[src/rtl/bus_drive_arbiter.sv]
// Round-robin owner scheduler for the emulated tristate bus: converts driver requests into
// one-hot active-low enables with a fixed all-released gap, and flags contention on the net.
module bus_drive_arbiter #(
    parameter int N_REQ      = 4,
    parameter int TURNAROUND = 1,
    parameter int MAX_HOLD   = 0
) (
    input  logic                     i_clk,
    input  logic                     i_nrst,
    input  logic [N_REQ-1:0]         i_req,
    input  logic [N_REQ-1:0]         i_bus_noe,
    output logic [N_REQ-1:0]         o_noe,
    output logic [$clog2(N_REQ)-1:0] o_owner,
    output logic                     o_owner_valid,
    output logic                     o_conflict
);

    localparam int OW = $clog2(N_REQ);
    localparam int HW = 16;
    localparam logic [3:0]    TURN_INIT   = 4'(TURNAROUND);
    localparam logic [HW-1:0] HOLD_MAX    = HW'(MAX_HOLD);
    localparam logic [HW-1:0] HOLD_LAST   = (MAX_HOLD == 0) ? '0 : HW'(MAX_HOLD - 1);
    localparam logic [OW-1:0] LAST_IDX    = OW'(N_REQ - 1);

    typedef enum logic [1:0] {IDLE, GRANT, TURN} state_e;

    state_e            state_q, state_d;
    logic [N_REQ-1:0]  noe_q, noe_d;
    logic [OW-1:0]     owner_q, owner_d;
    logic              valid_q, valid_d;
    logic              conflict_q, conflict_d;
    logic [OW-1:0]     rr_ptr_q, rr_ptr_d;
    logic [HW-1:0]     hold_q, hold_d;
    logic [3:0]        turn_q, turn_d;

    logic              win_found;
    logic [OW-1:0]     win_idx;
    logic [OW-1:0]     scan_idx;
    logic [N_REQ-1:0]  owner_mask;
    logic              other_req;
    logic              release_now;
    logic [N_REQ-1:0]  bus_low;
    logic              multi_low;

    // Round-robin scan starting at rr_ptr; first requesting driver wins.
    always_comb begin
        win_found = 1'b0;
        win_idx   = '0;
        scan_idx  = '0;
        for (int i = 0; i < N_REQ; i++) begin
            scan_idx = OW'((int'(rr_ptr_q) + i) % N_REQ);
            if (!win_found && i_req[scan_idx]) begin
                win_found = 1'b1;
                win_idx   = scan_idx;
            end
        end
    end

    always_comb begin
        owner_mask          = '0;
        owner_mask[owner_q] = 1'b1;
        other_req           = |(i_req & ~owner_mask);
        release_now = !i_req[owner_q] ||
                      ((MAX_HOLD != 0) && (hold_q >= HOLD_LAST) && other_req);
        bus_low   = ~i_bus_noe;
        multi_low = |(bus_low & (bus_low - N_REQ'(1)));
    end

    always_comb begin
        state_d    = state_q;
        noe_d      = noe_q;
        owner_d    = owner_q;
        rr_ptr_d   = rr_ptr_q;
        hold_d     = hold_q;
        turn_d     = turn_q;
        conflict_d = conflict_q | multi_low;

        case (state_q)
            IDLE: begin
                if (win_found) begin
                    noe_d          = '1;
                    noe_d[win_idx] = 1'b0;
                    owner_d        = win_idx;
                    hold_d         = '0;
                    state_d        = GRANT;
                end
            end
            GRANT: begin
                if ((MAX_HOLD != 0) && (hold_q < HOLD_MAX)) begin
                    hold_d = hold_q + 1'b1;
                end
                if (release_now) begin
                    noe_d    = '1;
                    rr_ptr_d = (owner_q == LAST_IDX) ? '0 : owner_q + 1'b1;
                    turn_d   = TURN_INIT;
                    hold_d   = '0;
                    state_d  = TURN;
                end
            end
            TURN: begin
                noe_d  = '1;
                turn_d = turn_q - 1'b1;
                // Requests are only sampled on the last gap cycle so the gap length is exact.
                if (turn_q <= 4'd1) begin
                    turn_d = '0;
                    if (win_found) begin
                        noe_d[win_idx] = 1'b0;
                        owner_d        = win_idx;
                        hold_d         = '0;
                        state_d        = GRANT;
                    end else begin
                        state_d = IDLE;
                    end
                end
            end
            default: begin
                noe_d   = '1;
                state_d = IDLE;
            end
        endcase

        valid_d = ~&noe_d;
    end

    always_ff @(posedge i_clk or negedge i_nrst) begin
        if (!i_nrst) begin
            state_q    <= IDLE;
            noe_q      <= '1;
            owner_q    <= '0;
            valid_q    <= 1'b0;
            conflict_q <= 1'b0;
            rr_ptr_q   <= '0;
            hold_q     <= '0;
            turn_q     <= '0;
        end else begin
            state_q    <= state_d;
            noe_q      <= noe_d;
            owner_q    <= owner_d;
            valid_q    <= valid_d;
            conflict_q <= conflict_d;
            rr_ptr_q   <= rr_ptr_d;
            hold_q     <= hold_d;
            turn_q     <= turn_d;
        end
    end

    assign o_noe         = noe_q;
    assign o_owner       = owner_q;
    assign o_owner_valid = valid_q;
    assign o_conflict    = conflict_q;

endmodule
[config.mk]
export PLATFORM = sky130hd
export DESIGN_NAME = bus_drive_arbiter
export DESIGN_NICKNAME = d
export VERILOG_FILES = /design/src/rtl/bus_drive_arbiter.sv
export SDC_FILE = /design/constraint.sdc
export NUM_CORES = 1
export LEC_CHECK = 0
export CORE_MARGIN = 3
export CORE_UTILIZATION = 38
export DETAILED_ROUTE_END_ITERATION = 10
export HOLD_SLACK_MARGIN = 0.1
export SYNTH_ARGS = -nofsm -noshare
export SYNTH_HDL_FRONTEND = slang
export SYNTH_SLANG_ARGS = --single-unit
[constraint.sdc]
create_clock -name i_clk -period 2.35 [get_ports i_clk]
set_input_delay 0.47 -clock i_clk [delete_from_list [all_inputs] [get_ports i_clk]]
set_output_delay 0.47 -clock i_clk [all_outputs]
set_load 0.01 [all_outputs]
==> impl_metrics.ini, run 1 <==
[status]
outcome = completed

[detailed_routing]
drt-total-wl_mm = 1.78
antenna_left = 0
vias = 712
drtPass1Iterations = 4
avgRoutedWirePerCell_um = 13.7
drtIter0Drc = 17
via_per_inst = 5.48
drc = 0

[logic_synthesis]
synth_seq_area_share = 0.466
synth_area_sq_um = 870
yosysTopAreaCell = dfrtp_1
synthAdderAreaFrac = 0.0547
synth_fp_nets = 94
synth_area_per_cell_sq_um = 10.7
synth_seq_cells = 16
synth_compound_area_frac = 0.197
synth_top_area_frac = 0.345
synthSimpleGateAreaFrac = 0.201
yosys-top-cells-area = dfrtp_1, dfstp_2, ha_1, o32a_1, nand2_1
synth_mux_area_frac = 0.0676
synth_cells = 81
yosys_warnings = 0
ys_types = 33
synth_top_family_by_area = simple AND/OR/NAND/NOR gates
synth-xor-area-share = 0

[clocking]
worstSkewPairLatency_ns = 0.28
cts-root-buf = clkbuf_4
ctsResizeCount = 0
cts_setup_buffers = 0
cts_tree = built
h-tree-depth = 1
clock_sinks = 16
cts-buffers-inserted = 3
clockBufferDepth = 2
path_clk_slew_ns = 0.10
cts_hold_buf = 0

[power]
cellLeakagePower_nw = 0.458
switchingPower_w = 0.000521
swShare = 0.376
pwr-share-comb = 0.474
p_seq_frac = 0.392
p_int_w = 0.000865
ir_worst_vdd_mv = 0.733
clock_power_share = 0.133
powerDensity_nw_per_um2 = 1240

[timing]
finalHoldViolCount = 0
worst-slew-pin-transition_ns = 0.713
holdWs_ns = 0.472
fin_crit_ns = 1.84
setup_viol = 0
finalClockSkew_ns = 0.00590
layout_setup_ws_ns = 0.508
setup_tns_ns = 0
fmax_ghz = 0.543
drv_slew = 0
rsz0062_at_grt = false
maxSlewHeadroom = 0.523
period_share = 0.784

[floorplanning]
ios = 18
die_w_um = 53.8
core_area_sq_um = 2060
die_area_sq_um = 2900
rows = 16
die_h_um = 53.8
start_util = 0.422

[min_path]
hold_path_class = reg2reg
holdPathStages = 1

[grt]
first_global_vias = 710
overflow = 0
grt_pass1_wl_mm = 3.10
grtUsageTotal = 0.149
grt_max_degree = 17
antenna_found_initial = 0

[critical_path]
critical_path_arrival_ns = 1.37
cp_cell_sequence = clkdlybuf4s50_1
critPathTopFamily = flip-flops
worstSetupPathDepth = 1
crit_fanout = 3
critical-path-slowest-cell = dfstp_2
end_kind = primary output
criticalPathCategory = reg2out
reg2reg_depth = 6
worstPathRequired_ns = 1.88
cpPeakStageDelay_ns = 0.56
critPathLaunchType = register
path_buf_inv = 1

[layout]
final_cell_mix = clkdlybuf4s50_1, dfrtp_1, nor2_1, nand2_1
finalNetCount = 117
n_antenna_cell = 0
fin_cells = 130
synthToLayoutAreaGrowth_pct = 28.5
final_common_cell = clkdlybuf4s50_1
drive_gt1_frac = 0.175

[placed_design]
place_inst = 126
routabilityCongestion = 0.831
io_buffers = 17
dp.final_hpwl_mm = 1.36
dpl_worst_slack_ns = 0.227

[flow_run]
drv_cap = 0
sequential cells by signal, indices dropped and copies added, names as in the netlist:
register	cells
o_conflict	1
o_noe	4
o_owner	2
o_owner_valid	1
rr_ptr_q	2
state_q	2
turn_q	4
cells in the mapped netlist, drive strengths merged:
| library cell | count |
|---|---|
| nor2 | 8 |
| ha | 3 |
| maj3 | 1 |
| o31a | 1 |
| nor3 | 2 |
| a22oi | 1 |
| nor2b | 4 |
| dfstp | 4 |
| o31ai | 2 |
| inv | 3 |
| o211ai | 2 |
| or3 | 1 |
| a41o | 1 |
| o32ai | 1 |
| o32a | 3 |
| a21o | 2 |
| mux4 | 1 |
| o21ai | 4 |
| and2b | 1 |
| o21a | 1 |
| a31oi | 2 |
| nand3 | 1 |
| a21oi | 3 |
| mux2 | 2 |
| nand2b | 5 |
| mux2i | 1 |
| dfrtp | 12 |
| nand2 | 8 |
| nor4 | 1 |
logic make-up (layout without fill, tap and decap cells):
kind of cell	after synthesis	in the layout
AND/OR/NAND/NOR	31	31
AO/OA/AOI/OAI	23	23
flip-flops	16	16
adder cells (fa/ha/maj)	4	4
multiplexers	4	4
buffers and inverters	3	25
through the flow:
step	instance area [sq um]	power, W	util
after floorplan	870	0.000972	-
after global placement	1080	0.00120	0.524
after detailed placement	1080	0.00121	0.524
after CTS	1120	0.00140	0.542
after global routing	1120	0.00151	0.542
final	1120	0.00139	0.542
area by class of cell:
cell class              count  area [sq um]
inverters                   3          11.3
well taps                  27          33.8
clock buffers               4          36.3
flip-flops and latches     16           405
fillers                   197           945
repair buffers             18           178
multi-input cells          62           453
power groups by stage:
| stage | logic (W) | clock network, W | registers (W) |
|---|---|---|---|
| after detailed placement | 0.000662 | 0 | 0.000548 |
| after global placement | 0.000658 | 0 | 0.000543 |
| after CTS | 0.000666 | 0.000193 | 0.000544 |
| after global routing | 0.000740 | 0.000206 | 0.000567 |
| final | 0.000658 | 0.000185 | 0.000544 |
| after floorplan | 0.000427 | 0 | 0.000545 |
final timing paths:
kind / from / endpoint / slack (ns)
setup / recovery: o_noe[3]$_DFF_PN1_ / o_noe[3] / 0.51
hold / removal: o_conflict$_DFF_PN0_ / o_conflict$_DFF_PN0_ / 0.47
setup reg to reg: turn_q[0]$_DFFE_PN0P_ / o_owner[1]$_DFFE_PN0P_ / 0.53
hold reg to reg: o_conflict$_DFF_PN0_ / o_conflict$_DFF_PN0_ / 0.47
max in group asynchronous: i_nrst / o_conflict$_DFF_PN0_ / 1.30
min in group asynchronous: i_nrst / rr_ptr_q[1]$_DFFE_PN0P_ / 0.60
routing by layer:
| metal | global-route usage | vias to the layer above | part of all wire |
|---|---|---|---|
| met5 | 0 | - | 0 |
| met4 | 0.0383 | 0 | 0.011 |
| met3 | 0.0388 | 4 | 0.049 |
| met2 | 0.250 | 20 | 0.47 |
| met1 | 0.189 | 342 | 0.47 |
| li1 | - | 346 | - |
Power figures use the tool's default switching activity.
==> run 2, diff against run 1 <==
==> constraint.sdc (replaced) <==
create_clock -name i_clk -period 1.9 [get_ports i_clk]
set_input_delay 0.38 -clock i_clk [delete_from_list [all_inputs] [get_ports i_clk]]
set_output_delay 0.38 -clock i_clk [all_outputs]
set_load 0.01 [all_outputs]
==> impl_metrics.ini, run 2 (synthesis gave the netlist of run 1 again) <==
[timing]
drv_slew = 0
rsz0062_at_grt = false
setup_viol = 0
period_share = 0.943
finalHoldViolCount = 0
worst-slew-pin-transition_ns = 0.409
maxSlewHeadroom = 0.725
fmax_ghz = 0.558
holdWs_ns = 0.336
layout_setup_ws_ns = 0.109
fin_crit_ns = 1.79
finalClockSkew_ns = 0.0105

[detailed_routing]
drtIter0Drc = 8
via_per_inst = 5.18
drt-total-wl_mm = 1.75
antenna_left = 0
avgRoutedWirePerCell_um = 12.7
vias = 715
drtPass1Iterations = 4
drc = 0

[placed_design]
dp.final_hpwl_mm = 1.42
dpl_worst_slack_ns = -0.0872
routabilityCongestion = 0.680
placed_area_sq_um = 1140
io_buffers = 17

[grt]
grt_pass1_wl_mm = 2.94
first_global_vias = 699
antenna_found_initial = 0
grt_max_degree = 11
overflow = 0
grtUsageTotal = 0.142

[floorplanning]
die_area_sq_um = 2900
start_util = 0.422
die_w_um = 53.8
core_area_sq_um = 2060
die_h_um = 53.8
ios = 18
rows = 16

[critical_path]
path_buf_inv = 1
critPathTopFamily = compound AO/OA/AOI/OAI gates
critPathLaunchType = register
criticalPathCategory = reg2reg
critical_path_arrival_ns = 2.01
critical-path-slowest-cell = dfrtp_1
end_kind = register
crit_fanout = 5
cp_cell_sequence = inv_1, ha_1, nor2_1, o31a_1, or3_4, o32a_1
worstPathRequired_ns = 2.12
cpPeakStageDelay_ns = 0.43

[layout]
finalNetCount = 125
fin_area_sq_um = 1180
synthToLayoutAreaGrowth_pct = 36.1
final_common_cell = clkdlybuf4s50_1
drive_gt1_frac = 0.234
postLayoutCoreUtil = 0.574
final_cell_mix = clkdlybuf4s50_1, dfrtp_1, buf_4
n_antenna_cell = 0

[clocking]
path_clk_slew_ns = 0.09
ctsResizeCount = 0
h-tree-depth = 1
clock_sinks = 16
cts-root-buf = clkbuf_4
worstSkewPairLatency_ns = 0.29
cts-buffers-inserted = 3
cts_setup_buffers = 0
cts_hold_buf = 0
cts_tree = built
clockBufferDepth = 2

[flow_run]
drv_cap = 0

[power]
powerDensity_nw_per_um2 = 1500
cellLeakagePower_nw = 0.499
power_w = 0.00177
ir_worst_vdd_mv = 0.648

[min_path]
hold_path_class = in2async

[status]
outcome = completed
-- run 2: changes by cell type in the layout (fill, tap and decap cells not counted) --
cell / previous run / this run
nor3_4: 0 / 1
buf_4: 1 / 9
nor3_2: 1 / 0
-- run 2: final timing paths --
path	start	end	slack, ns	cells after the start
worst min-delay path	i_nrst	state_q[0]$_DFFE_PN0P_	0.34	1
worst max register to register	turn_q[0]$_DFFE_PN0P_	o_noe[1]$_DFF_PN1_	0.11	6
worst max-delay path	turn_q[0]$_DFFE_PN0P_	o_noe[1]$_DFF_PN1_	0.11	6
min in group i_clk	o_conflict$_DFF_PN0_	o_conflict$_DFF_PN0_	0.48	1
max in group asynchronous	i_nrst	state_q[1]$_DFFE_PN0P_	1.13	2
worst min register to register	o_conflict$_DFF_PN0_	o_conflict$_DFF_PN0_	0.48	1
-- run 2: cell type report --
cell class,instances,area [sq um]
Timing Repair Buffer,26,238
Inverter,3,11.3
Fill cell,175,878
Multi-Input combinational cell,62,459
Clock buffer,4,36.3
Tap cell,27,33.8
Sequential cell,16,405
-- run 2: report_power, final --
part           leakage (nW)  internal (W)  total, W  switching (W)
clock                0.0210      0.000117  0.000227       0.000111
sequential            0.186      0.000514  0.000675       0.000161
combinational         0.292      0.000490  0.000872       0.000383
total                 0.499       0.00112   0.00177       0.000654
-- run 2: stage by stage --
stage | setup TNS, ns | std cells
after global routing | 0 | 138
after floorplan | 0 | 81
after global placement | -0.497 | 134
after detailed placement | -0.529 | 134
after CTS | 0 | 138
final | 0 | 138
-- run 2: per-layer routing --
layer	vias to the layer above	GRT usage	routed length, um
met5	-	0	0
met1	329	0.177	830
met2	22	0.236	815
met4	0	0.0681	16
li1	362	-	-
met3	2	0.0249	87
==> run 3, diff against run 2 <==
--- a/config.mk
+++ b/config.mk
@@ -8,6 +8,7 @@
 export CORE_MARGIN = 3
 export CORE_UTILIZATION = 38
 export DETAILED_ROUTE_END_ITERATION = 10
+export GPL_TIMING_DRIVEN = 0
 export HOLD_SLACK_MARGIN = 0.1
 export SYNTH_ARGS = -nofsm -noshare
 export SYNTH_HDL_FRONTEND = slang
==> impl_metrics.ini, run 3 (synthesis gave the netlist of run 1 again) <==
[detailed_routing]
drtPass1Iterations = 4
vias = 721
avgRoutedWirePerCell_um = 13.3
drt-total-wl_mm = 1.74
drtIter0Drc = 2
drc = 0
antenna_left = 0
via_per_inst = 5.50

[clocking]
cts_tree = built
cts_hold_buf = 0
path_clk_slew_ns = 0.09
cts-buffers-inserted = 3
cts-root-buf = clkbuf_4
clock_sinks = 16
clockBufferDepth = 2
worstSkewPairLatency_ns = 0.28
h-tree-depth = 1

[critical_path]
cpPeakStageDelay_ns = 0.57
path_buf_inv = 1
crit_fanout = 6
critical_path_arrival_ns = 2.03
critPathTopFamily = multiplexers
criticalPathCategory = in2reg
end_kind = register
critPathLaunchType = primary input
critical-path-slowest-cell = mux4_2
worstPathRequired_ns = 2.09
cp_cell_sequence = clkdlybuf4s50_1, mux4_2, a22oi_2, nor2_1, a31oi_1

[placed_design]
place_inst = 125
placed_area_sq_um = 1070
dp.final_hpwl_mm = 1.33
dpl_worst_slack_ns = -0.230
routabilityCongestion = 0.721
io_buffers = 17

[grt]
overflow = 0
grt_max_degree = 17
first_global_vias = 692
antenna_found_initial = 0
grt_pass1_wl_mm = 2.95
grtUsageTotal = 0.141

[floorplanning]
ios = 18
start_util = 0.422
rows = 16
die_h_um = 53.8
core_area_sq_um = 2060
die_area_sq_um = 2900
die_w_um = 53.8

[timing]
worst-slew-pin-transition_ns = 0.733
period_share = 0.972
layout_setup_ws_ns = 0.0531
rsz0062_at_grt = false
holdWs_ns = 0.471
fmax_ghz = 0.541
finalClockSkew_ns = 0.00637
fin_crit_ns = 1.85
setup_viol = 0
drv_slew = 0
finalHoldViolCount = 0
maxSlewHeadroom = 0.510

[layout]
final_cell_mix = clkdlybuf4s50_1, dfrtp_1, nand2_1
drive_gt1_frac = 0.221
final_common_cell = clkdlybuf4s50_1
finalNetCount = 118
n_antenna_cell = 0
postLayoutCoreUtil = 0.559
fin_area_sq_um = 1150
synthToLayoutAreaGrowth_pct = 32.5
fin_cells = 131

[status]
outcome = completed

[flow_run]
drv_cap = 0

[power]
cellLeakagePower_nw = 0.461
ir_worst_vdd_mv = 0.756
powerDensity_nw_per_um2 = 1520

[min_path]
hold_path_class = reg2reg
-- run 3: cell types whose count changed in the layout (fill, tap and decap cells not counted) --
cell      previous run  this run
buf_4                9         1
ha_1                 3         1
ha_4                 0         2
inv_1                3         1
inv_2                0         2
buf_6                0         1
clkbuf_1             0         1
clkbuf_8             1         0
nor2_1               8         7
nor2_2               0         1
-- run 3: layout make-up --
type / count / area (sq um)
Clock buffer: 4 / 26.3
Fill cell: 179 / 910
Inverter: 3 / 11.3
Multi-Input combinational cell: 62 / 487
Sequential cell: 16 / 405
Tap cell: 27 / 33.8
Timing Repair Buffer: 19 / 189
-- run 3: report_power, final --
group | total (W) | switching [W] | internal (W)
clock network | 0.000176 | 0.0000948 | 0.0000814
registers | 0.000670 | 0.000155 | 0.000515
logic | 0.000905 | 0.000412 | 0.000493
-- run 3: path summary, 6_finish.rpt --
check,start,end,slack (ns),depth (start not counted)
max in group asynchronous,i_nrst,o_owner_valid$_DFF_PN0_,0.91,1
setup reg to reg,turn_q[0]$_DFFE_PN0P_,o_noe[1]$_DFF_PN1_,0.11,6
setup / recovery,i_req[3],o_noe[0]$_DFF_PN1_,0.05,5
hold reg to reg,o_conflict$_DFF_PN0_,o_conflict$_DFF_PN0_,0.47,1
hold / removal,o_conflict$_DFF_PN0_,o_conflict$_DFF_PN0_,0.47,1
min in group asynchronous,i_nrst,turn_q[0]$_DFFE_PN0P_,0.53,1
-- run 3: metrics by stage --
| step | TNS (ns) | power (W) |
|---|---|---|
| 3_3_place_gp | -1.19 | 0.00148 |
| 5_1_grt | 0 | 0.00192 |
| 4_1_cts | 0 | 0.00169 |
| 3_5_place_dp | -1.41 | 0.00150 |
| 6_report | 0 | 0.00175 |
| 2_1_floorplan | 0 | 0.00120 |
-- run 3: what timing repair did --
item                                    in CTS  in global routing
hold endpoints to repair                     0                  0
gates resized for setup                      0                  9
buffers inserted                             0                  2
endpoints found under the setup margin       0                  3
-- run 3: metal layers --
metal	global-route usage	wire (um)	part of all wire
met3	0.0582	110	0.063
met5	0	0	0
met2	0.232	826	0.48
met1	0.174	787	0.45
met4	0.0255	12	0.0069
